==> src/rtl/stream_fifo_pkg.sv <==
// Shared sizing helpers and handshake-event encoding for the stream FIFO.
package stream_fifo_pkg;

  typedef enum logic [1:0] {
    NONE = 2'd0,
    PUSH = 2'd1,
    POP  = 2'd2,
    BOTH = 2'd3
  } hs_event_e;

  function automatic int ptr_w(input int depth);
    int w;
    w = $clog2(depth);
    return (w < 1) ? 1 : w;
  endfunction

  function automatic int lvl_w(input int depth);
    return $clog2(depth + 1);
  endfunction

endpackage

==> src/rtl/stream_fifo_mem.sv <==
// Storage array for the stream FIFO: one synchronous write port, one asynchronous read port.
module stream_fifo_mem #(
  parameter int DATA_WIDTH = 32,
  parameter int DEPTH      = 8,
  parameter int PTR_W      = 3
) (
  input  logic                  clk,
  input  logic                  we,
  input  logic [PTR_W-1:0]      waddr,
  input  logic [DATA_WIDTH-1:0] wdata,
  input  logic [PTR_W-1:0]      raddr,
  output logic [DATA_WIDTH-1:0] rdata
);

  logic [DATA_WIDTH-1:0] mem [DEPTH];

  // Per-entry decode keeps writes inside the array when DEPTH is not a power of two.
  for (genvar gi = 0; gi < DEPTH; gi++) begin : g_entry
    always_ff @(posedge clk) begin
      if (we && (waddr == PTR_W'(gi))) begin
        mem[gi] <= wdata;
      end
    end
  end

  assign rdata = mem[raddr];

endmodule

==> src/rtl/stream_fifo.sv <==
// Valid/ready FIFO over a circular buffer: pointers, fill level, flush and status flags.
module stream_fifo
  import stream_fifo_pkg::*;
#(
  parameter int DATA_WIDTH = 32,
  parameter int DEPTH      = 8,
  parameter int AF_LEVEL   = DEPTH - 2,
  parameter int AE_LEVEL   = 1
) (
  input  logic                       clk,
  input  logic                       resetn,
  input  logic                       flush,
  input  logic [DATA_WIDTH-1:0]      dataIn,
  input  logic                       dataInValid,
  output logic                       dataInReady,
  output logic [DATA_WIDTH-1:0]      dataOut,
  output logic                       dataOutValid,
  input  logic                       dataOutReady,
  output logic [$clog2(DEPTH+1)-1:0] level,
  output logic                       almostFull,
  output logic                       almostEmpty
);

  localparam int PTR_W = ptr_w(DEPTH);
  localparam int LVL_W = lvl_w(DEPTH);

  localparam logic [PTR_W-1:0] LAST_PTR = PTR_W'(DEPTH - 1);
  localparam logic [LVL_W-1:0] FULL_LVL = LVL_W'(DEPTH);
  localparam logic [LVL_W-1:0] AF_LVL   = LVL_W'(AF_LEVEL);
  localparam logic [LVL_W-1:0] AE_LVL   = LVL_W'(AE_LEVEL);

  if (DEPTH < 2) begin : g_bad_depth
    $error("stream_fifo: DEPTH must be at least 2");
  end
  if (AF_LEVEL < 1 || AF_LEVEL > DEPTH) begin : g_bad_af
    $error("stream_fifo: AF_LEVEL must lie in 1..DEPTH");
  end
  if (AE_LEVEL < 0 || AE_LEVEL > DEPTH - 1) begin : g_bad_ae
    $error("stream_fifo: AE_LEVEL must lie in 0..DEPTH-1");
  end

  logic [PTR_W-1:0] wr_ptr_reg, wr_ptr_next;
  logic [PTR_W-1:0] rd_ptr_reg, rd_ptr_next;
  logic [LVL_W-1:0] level_reg, level_next;
  logic             full, empty;
  logic             push, pop;
  logic             clear;
  hs_event_e        hs_event;

  // Flags come from the registered level only, so ready never depends on dataOutReady.
  assign full  = (level_reg == FULL_LVL);
  assign empty = (level_reg == '0);
  assign push  = dataInValid && !full;
  assign pop   = dataOutReady && !empty;
  assign clear = !resetn || flush;

  assign dataInReady  = !full;
  assign dataOutValid = !empty;
  assign level        = level_reg;
  assign almostFull   = (level_reg >= AF_LVL);
  assign almostEmpty  = (level_reg <= AE_LVL);

  always_comb begin
    hs_event    = NONE;
    wr_ptr_next = wr_ptr_reg;
    rd_ptr_next = rd_ptr_reg;
    level_next  = level_reg;

    case ({push, pop})
      2'b10:   hs_event = PUSH;
      2'b01:   hs_event = POP;
      2'b11:   hs_event = BOTH;
      default: hs_event = NONE;
    endcase

    if (push) begin
      wr_ptr_next = (wr_ptr_reg == LAST_PTR) ? '0 : wr_ptr_reg + PTR_W'(1);
    end
    if (pop) begin
      rd_ptr_next = (rd_ptr_reg == LAST_PTR) ? '0 : rd_ptr_reg + PTR_W'(1);
    end

    case (hs_event)
      PUSH:    level_next = level_reg + LVL_W'(1);
      POP:     level_next = level_reg - LVL_W'(1);
      default: level_next = level_reg;
    endcase

    // Reset and flush both discard everything, including this cycle's handshakes.
    if (clear) begin
      wr_ptr_next = '0;
      rd_ptr_next = '0;
      level_next  = '0;
    end
  end

  always_ff @(posedge clk) begin
    wr_ptr_reg <= wr_ptr_next;
    rd_ptr_reg <= rd_ptr_next;
    level_reg  <= level_next;
  end

  always_ff @(posedge clk) begin
    if (resetn) begin
      assert (level_reg <= FULL_LVL)
        else $error("stream_fifo: level above DEPTH");
      assert (!(hs_event == POP && level_reg == '0))
        else $error("stream_fifo: pop from empty");
      assert (!(hs_event == PUSH && full))
        else $error("stream_fifo: push into full");
    end
  end

  stream_fifo_mem #(
    .DATA_WIDTH (DATA_WIDTH),
    .DEPTH      (DEPTH),
    .PTR_W      (PTR_W)
  ) u_mem (
    .clk   (clk),
    .we    (push && !clear),
    .waddr (wr_ptr_reg),
    .wdata (dataIn),
    .raddr (rd_ptr_reg),
    .rdata (dataOut)
  );

endmodule

==> config.mk <==
export PLATFORM = sky130hd
export DESIGN_NAME = stream_fifo
export DESIGN_NICKNAME = d
export VERILOG_FILES = /design/src/rtl/stream_fifo_pkg.sv /design/src/rtl/stream_fifo_mem.sv /design/src/rtl/stream_fifo.sv
export SDC_FILE = /design/constraint.sdc
export NUM_CORES = 1
export LEC_CHECK = 0
export CAP_MARGIN = 40
export CORE_AREA = 2 2 160 162
export CTS_CLUSTER_SIZE = 10
export DETAILED_ROUTE_END_ITERATION = 10
export DIE_AREA = 0 0 162 164
export GPL_TIMING_DRIVEN = 0
export PLACE_DENSITY_LB_ADDON = 0.1
export SLEW_MARGIN = 20
export SYNTH_ARGS = -nofsm -noshare
export SYNTH_HDL_FRONTEND = slang
export SYNTH_SLANG_ARGS = --single-unit
==> constraint.sdc <==
create_clock -name clk -period 3.5 [get_ports clk]
set_input_delay 0.7 -clock clk [delete_from_list [all_inputs] [get_ports clk]]
set_output_delay 0.7 -clock clk [all_outputs]
set_load 0.01 [all_outputs]
# Word level (Yosys, flattened, before mapping)
# Memory sizes are Yosys's and may differ from the RTL's. A register that Yosys moved wholly into a read port is not among the register bits.
# Cells that the tools add are included.
word_totals:
  output_inout_bits: 40
  mem_count: 1
  input_bits: 37
  reg_bits: 10
  mem_bits_rw: 256
  word_cells: 93
memory_table:
  columns: ["name", "words", "width", "rd", "rd_clocked_by_memory_dff", "wr", "line_no", "source"]
  rows:
  - ["u_mem.mem", 8, 32, 1, 1, 1, "stream_fifo_mem.sv:15", "logic [DATA_WIDTH-1:0] mem [DEPTH];"]
op_classes:
  mux: 43
  magnitude_cmp: 2
  n_addsub: 4
  n_eq_ne: 14
  reduce_logical: 26
op_table:
  columns: ["op", "n"]
  rows:
  - ["$mux 32", 7]
  - ["$reduce_or 32->1", 7]
  - ["$mux 3", 11]
  - ["$mux 1", 23]
  - ["$eq 3x3->1 const B", 5]
  - ["$logic_and 1x1->1", 11]
  - ["$pmux 4 s2", 1]
  - ["$add 3x1->3 const B", 2]
  - ["$eq 2x2->1 const B", 3]
  - ["$eq 3x2->1 const B", 2]
  - ["$pmux 2 s3", 1]
  - ["$add 4x1->4 const B", 1]
  - ["$eq 2x1->1 const B", 2]
  - ["$eq 4x4->1 const B", 1]
  - ["$ge 4x3->1 const B", 1]
  - ["$le 4x1->1 const B", 1]
  - ["$logic_not 1->1", 4]
  - ["$logic_not 4->1", 1]
  - ["$sub 4x1->4 const B", 1]
  - ["$eq 3x1->1 const B", 1]
  - ["$logic_not 3->1", 1]
  - ["$reduce_bool 2->1", 1]
  - ["$logic_or 1x1->1", 1]

# Longest topological paths before layout
# Gate-level depths: netlist of the first run.
logic_depth:
  depth_word: 15
  depth_mapped: 9
  depth_no_buf: 9

# Modules after synthesis
# From an unflattened synthesis of the first run, not the netlist that was laid out.
hier_totals:
  hier_cells: 453
  hier_area_um2: 10430.0
modules_own_cells:
  columns: ["module", "instances", "area_per_inst_um2", "seq_area_each_um2", "cells_each"]
  rows:
  - ["stream_fifo_mem", 1, 9825.7, 7687.4, 383]
  - ["stream_fifo", 1, 604.3, 200.2, 70]

# Worst setup path after synthesis of the first run
# OpenSTA, ideal clock, no wires.
synth_timing:
  kind: "register -> register"
  startpoint: "reg level_reg[0] (netlist: level[0])"
  endpoint: "mem u_mem.mem[4][0], enable pin"
  path_buffers: 0
  arrival_time_ns: 2.245
  path_stages_with_launch: 6
  slack_ns: 0.863
  required_time_ns: 3.108
  period_less_slack_ns: 2.637
  setup_time_ns: 0.392
  path_cell_list: "dfxtp_1 > inv_1 > ha_1 > and3b_1 > nor3_1 > and3_1"
synth_via:
  elab_chain_len: 15
  word_cells_on_any_way: 49
  cone_classes: "1 x eq/ne; 30 x mux; 18 x reduce/logical"
synth_rtl:
  columns: ["element", "line_no", "source"]
  rows:
  - ["start: declaration", "stream_fifo.sv:44", "logic [LVL_W-1:0] level_reg, level_next;"]
  - ["start signal: assignment", "stream_fifo.sv:100", "level_reg <= level_next;"]
  - ["$eq 4x4->1 (*)", "stream_fifo.sv:51", "assign full = (level_reg == FULL_LVL);"]
  - ["$logic_not 1->1 (*)", "stream_fifo.sv:53", "assign push = dataInValid && !full;"]
  - ["$logic_and 1x1->1 (*)", "stream_fifo.sv:53", null]
  - ["$logic_and 1x1->1 (*)", "stream_fifo.sv:120", ".we (push && !clear),"]
  - ["$logic_and 1x1->1", "stream_fifo_mem.sv:20", "if (we && (waddr == PTR_W'(gi))) begin"]
  - ["$mux 1", "stream_fifo_mem.sv:20", null]
  - ["$mux 1 (not written as such)", "stream_fifo_mem.sv:21", "mem[gi] <= wdata;"]
  - ["$reduce_or 32->1 (no source line)", null, null]
  - ["$mux 3 (no source line) or $mux 1 (tied branches) (7 in a row)", null, null]
  - ["end: declaration", "stream_fifo_mem.sv:15", null]
# Every way passes the cells marked *; elsewhere a longest branch is shown, timed or not.

==> results of run 1 <==
-- per-layer routing --
metal  vias to the layer above  routed length, um  share of wire  track usage
li1                       2177                  -              -            -
met1                      2508               8732           0.43       0.2017
met2                        84              10710           0.52       0.2768
met3                        24                688          0.034      0.02702
met4                         0                283          0.014      0.04143
met5                         -                  0              0            0
-- critical path: stages (launching register included) --
cell and delay [ns]:
dfxtp_1 0.32, buf_6 0.17, buf_6 0.21, mux4_1 0.57, mux2_2 0.30, clkdlybuf4s50_1 0.48
-- power breakdown --
group | internal, mW | switching [mW] | total, mW
clock | 1.55 | 1.12 | 2.66
sequential | 3.55 | 0.00939 | 3.56
combinational | 0.151 | 0.133 | 0.284
-- final cells by class --
cell class                 instances  area share
antenna                            2   0.0003928
buffer                            19     0.01070
clock buffer                      41     0.06216
clock inverter                     1    0.001277
inverter                          10    0.002946
multi-input combinational        160      0.1911
sequential                       269      0.6238
tap                              330     0.03241
timing repair buffer              84     0.07522
-- how the worst max path moves through the flow --
stage,startpoint,to,slack [ns],cells past startpoint
floorplan,level[0]$_SDFFE_PP0P_,u_mem.mem[4][0]$_DFFE_PP_,0.86,5
global placement,dataInValid,u_mem.mem[5][17]$_DFFE_PP_,-0.55,4
detailed placement,dataInValid,u_mem.mem[6][17]$_DFFE_PP_,0.31,5
CTS,register,dataOut[2],0.02,4
global route,register,dataOut[16],0.09,5
finish,register,dataOut[11],0.20,5
-- per-stage QoR --
step	instances	setup slack, ns	instance area, um2	setup TNS, ns	utilization
4_1_cts	914	0.02118	12730	0	0.5130
3_3_place_gp	864	-0.5450	11710	-117.94	0.4718
6_report	916	0.2034	12740	0	0.5134
2_1_floorplan	458	0.8629	10540	0	-
3_5_place_dp	872	0.3120	11920	0	0.4801
5_1_grt	915	0.09055	12740	0	0.5133
-- layout by cell type, fill, tap and decap left out, types with 7 or more instances in the layout --
cell / netlist / routed
a21oi_1: 8 / 8
buf_6: 7 / 7
clkbuf_1: 4 / 12
clkbuf_16: 0 / 30
clkdlybuf4s50_1: 0 / 76
dfxtp_1: 13 / 13
edfxtp_1: 256 / 256
ha_1: 14 / 14
inv_1: 10 / 10
mux2_2: 32 / 32
mux4_1: 40 / 40
mux4_2: 24 / 24
o21ai_0: 7 / 7
-- timing repair --
item,4_1_cts,5_1_grt
gates cloned,0,0
setup endpoints to repair,32,23
hold buffers,0,0
gates resized for setup,6,5
-- logic make-up after synthesis --
group / Yosys count / synth area share
XOR/XNOR: 2 / 0.001663
flip-flops: 269 / 0.7544
buffers and inverters: 29 / 0.01544
AND/OR/NAND/NOR: 29 / 0.01592
adder cells (fa/ha/maj): 14 / 0.01663
AO/OA/AOI/OAI: 17 / 0.008670
multiplexers: 98 / 0.1873
==> flow_summary.ini, run 1 <==
[setup_path]
crit_required_ns = 2.80
r2r_slack_ns = 0.73
reg2reg_depth = 6
worstSetupStartpointType = register
cp_data_arrival_time_ns = 2.60
crit_fanout = 10
reg2reg_from = level[0]$_SDFFE_PP0P_
path_class = reg2out
reg2reg_to = u_mem.mem[5][20]$_DFFE_PP_
endpoint_kind = output port

[floorplan]
die_width_um = 162
die_area_mm2 = 0.02657
num_rows = 58
core_mm2 = 0.02482
io_pins = 77
die_h_um = 164
start_util = 0.4245

[synthesis]
synth_fp_nets = 509
synth_common_cells = edfxtp_1 (256), mux4_1 (40), mux2_2 (32)
synth-seq-cells = 269
synth_top_cell_by_area = edfxtp_1
yosysSeqAreaShare = 0.7544
syn-mean-instance-area_um2 = 23.00
synth-async-reset-ratio = 0
synthCells = 458
synth_area_mm2 = 0.01054
synth_cell_types = 31
synth_top_area_frac = 0.7297
synth_warnings = 0
ys_top_cells_by_area = edfxtp_1 (73%), mux4_1 (10%), mux4_2 (5.1%), mux2_2 (3.4%), dfxtp_1 (2.5%)
yosysMostFrequentCell = edfxtp_1
ys.flop_type = edfxtp_1
synth-edff-count = 256

[place]
portBuffers = 76
hpwl_um = 12360
place_congestion = 0.6971

[clock_network]
clock-sinks = 269
path_clk_slew_ns = 0.06
clock_latency_ns = 0.53
cts-root-buf = clkbuf_16
post-cts-setup-buffers = 0
h-tree-depth = 1
cts_max_path_buffers = 3
cts_tree = built
cts_made_buffers = 30

[timing]
tightest_slew_ns = 0.6577
rsz0062_at_grt = false
max-slew-margin-rel = 0.5606
setup_viol = 0
timing.hold.ws_ns = 0.5191
hold_viol = 0
period_minus_slack_ns = 3.297
min_period_over_period = 0.9419
fmax_mhz = 303.3
clock-skew-final_ns = 0.007148
slew_viol_final = 0

[worst_hold_path]
min_from = wr_ptr_reg[1]$_SDFFE_PP0P_
hold_depth = 2
hp-class = reg2reg
min_to = wr_ptr_reg[1]$_SDFFE_PP0P_

[global_route]
globalRouteTotalUtil = 0.1566
grt_pass1_wl_um = 30830
grt_pass1_vias = 5241
antenna_found_initial = 1
grt_max_degree = 23
grt.overflow.total = 0

[finish]
largest_reg_flops = 256
drive_gt1_frac = 0.2055
syn_to_final_growth_pct = 20.94
regArea_mm2 = 0.007948
nFillCells = 1987
layout.nets = 625
multi_input_area_mm2 = 0.002435

[run_status]
outcome = finished, final reports clean

[routing]
viasPerCell = 5.233
vias = 4793
drt_iter0_drc = 239
drt_wl_total_um = 20420
first_pass_iters = 4
route.detailed.drc = 0
wire_per_inst_um = 22.29
ant_nets = 0

[pwr]
vdd_ir_drop_max_mv = 0.3139
p_per_area_mw_per_mm2 = 510.4
finalPower_mw = 6.503
p_leak_nw = 4.103

[run]
maxCapViolations = 0
Note: power is estimated with default switching activity, not from simulation.
==> inputs of run 2 (changes only) <==
Settings changed: GPL_ROUTABILITY_DRIVEN set to 0.
==> results of run 2 <==
No change in the layout: final DEF, timing and power equal those of run 1.
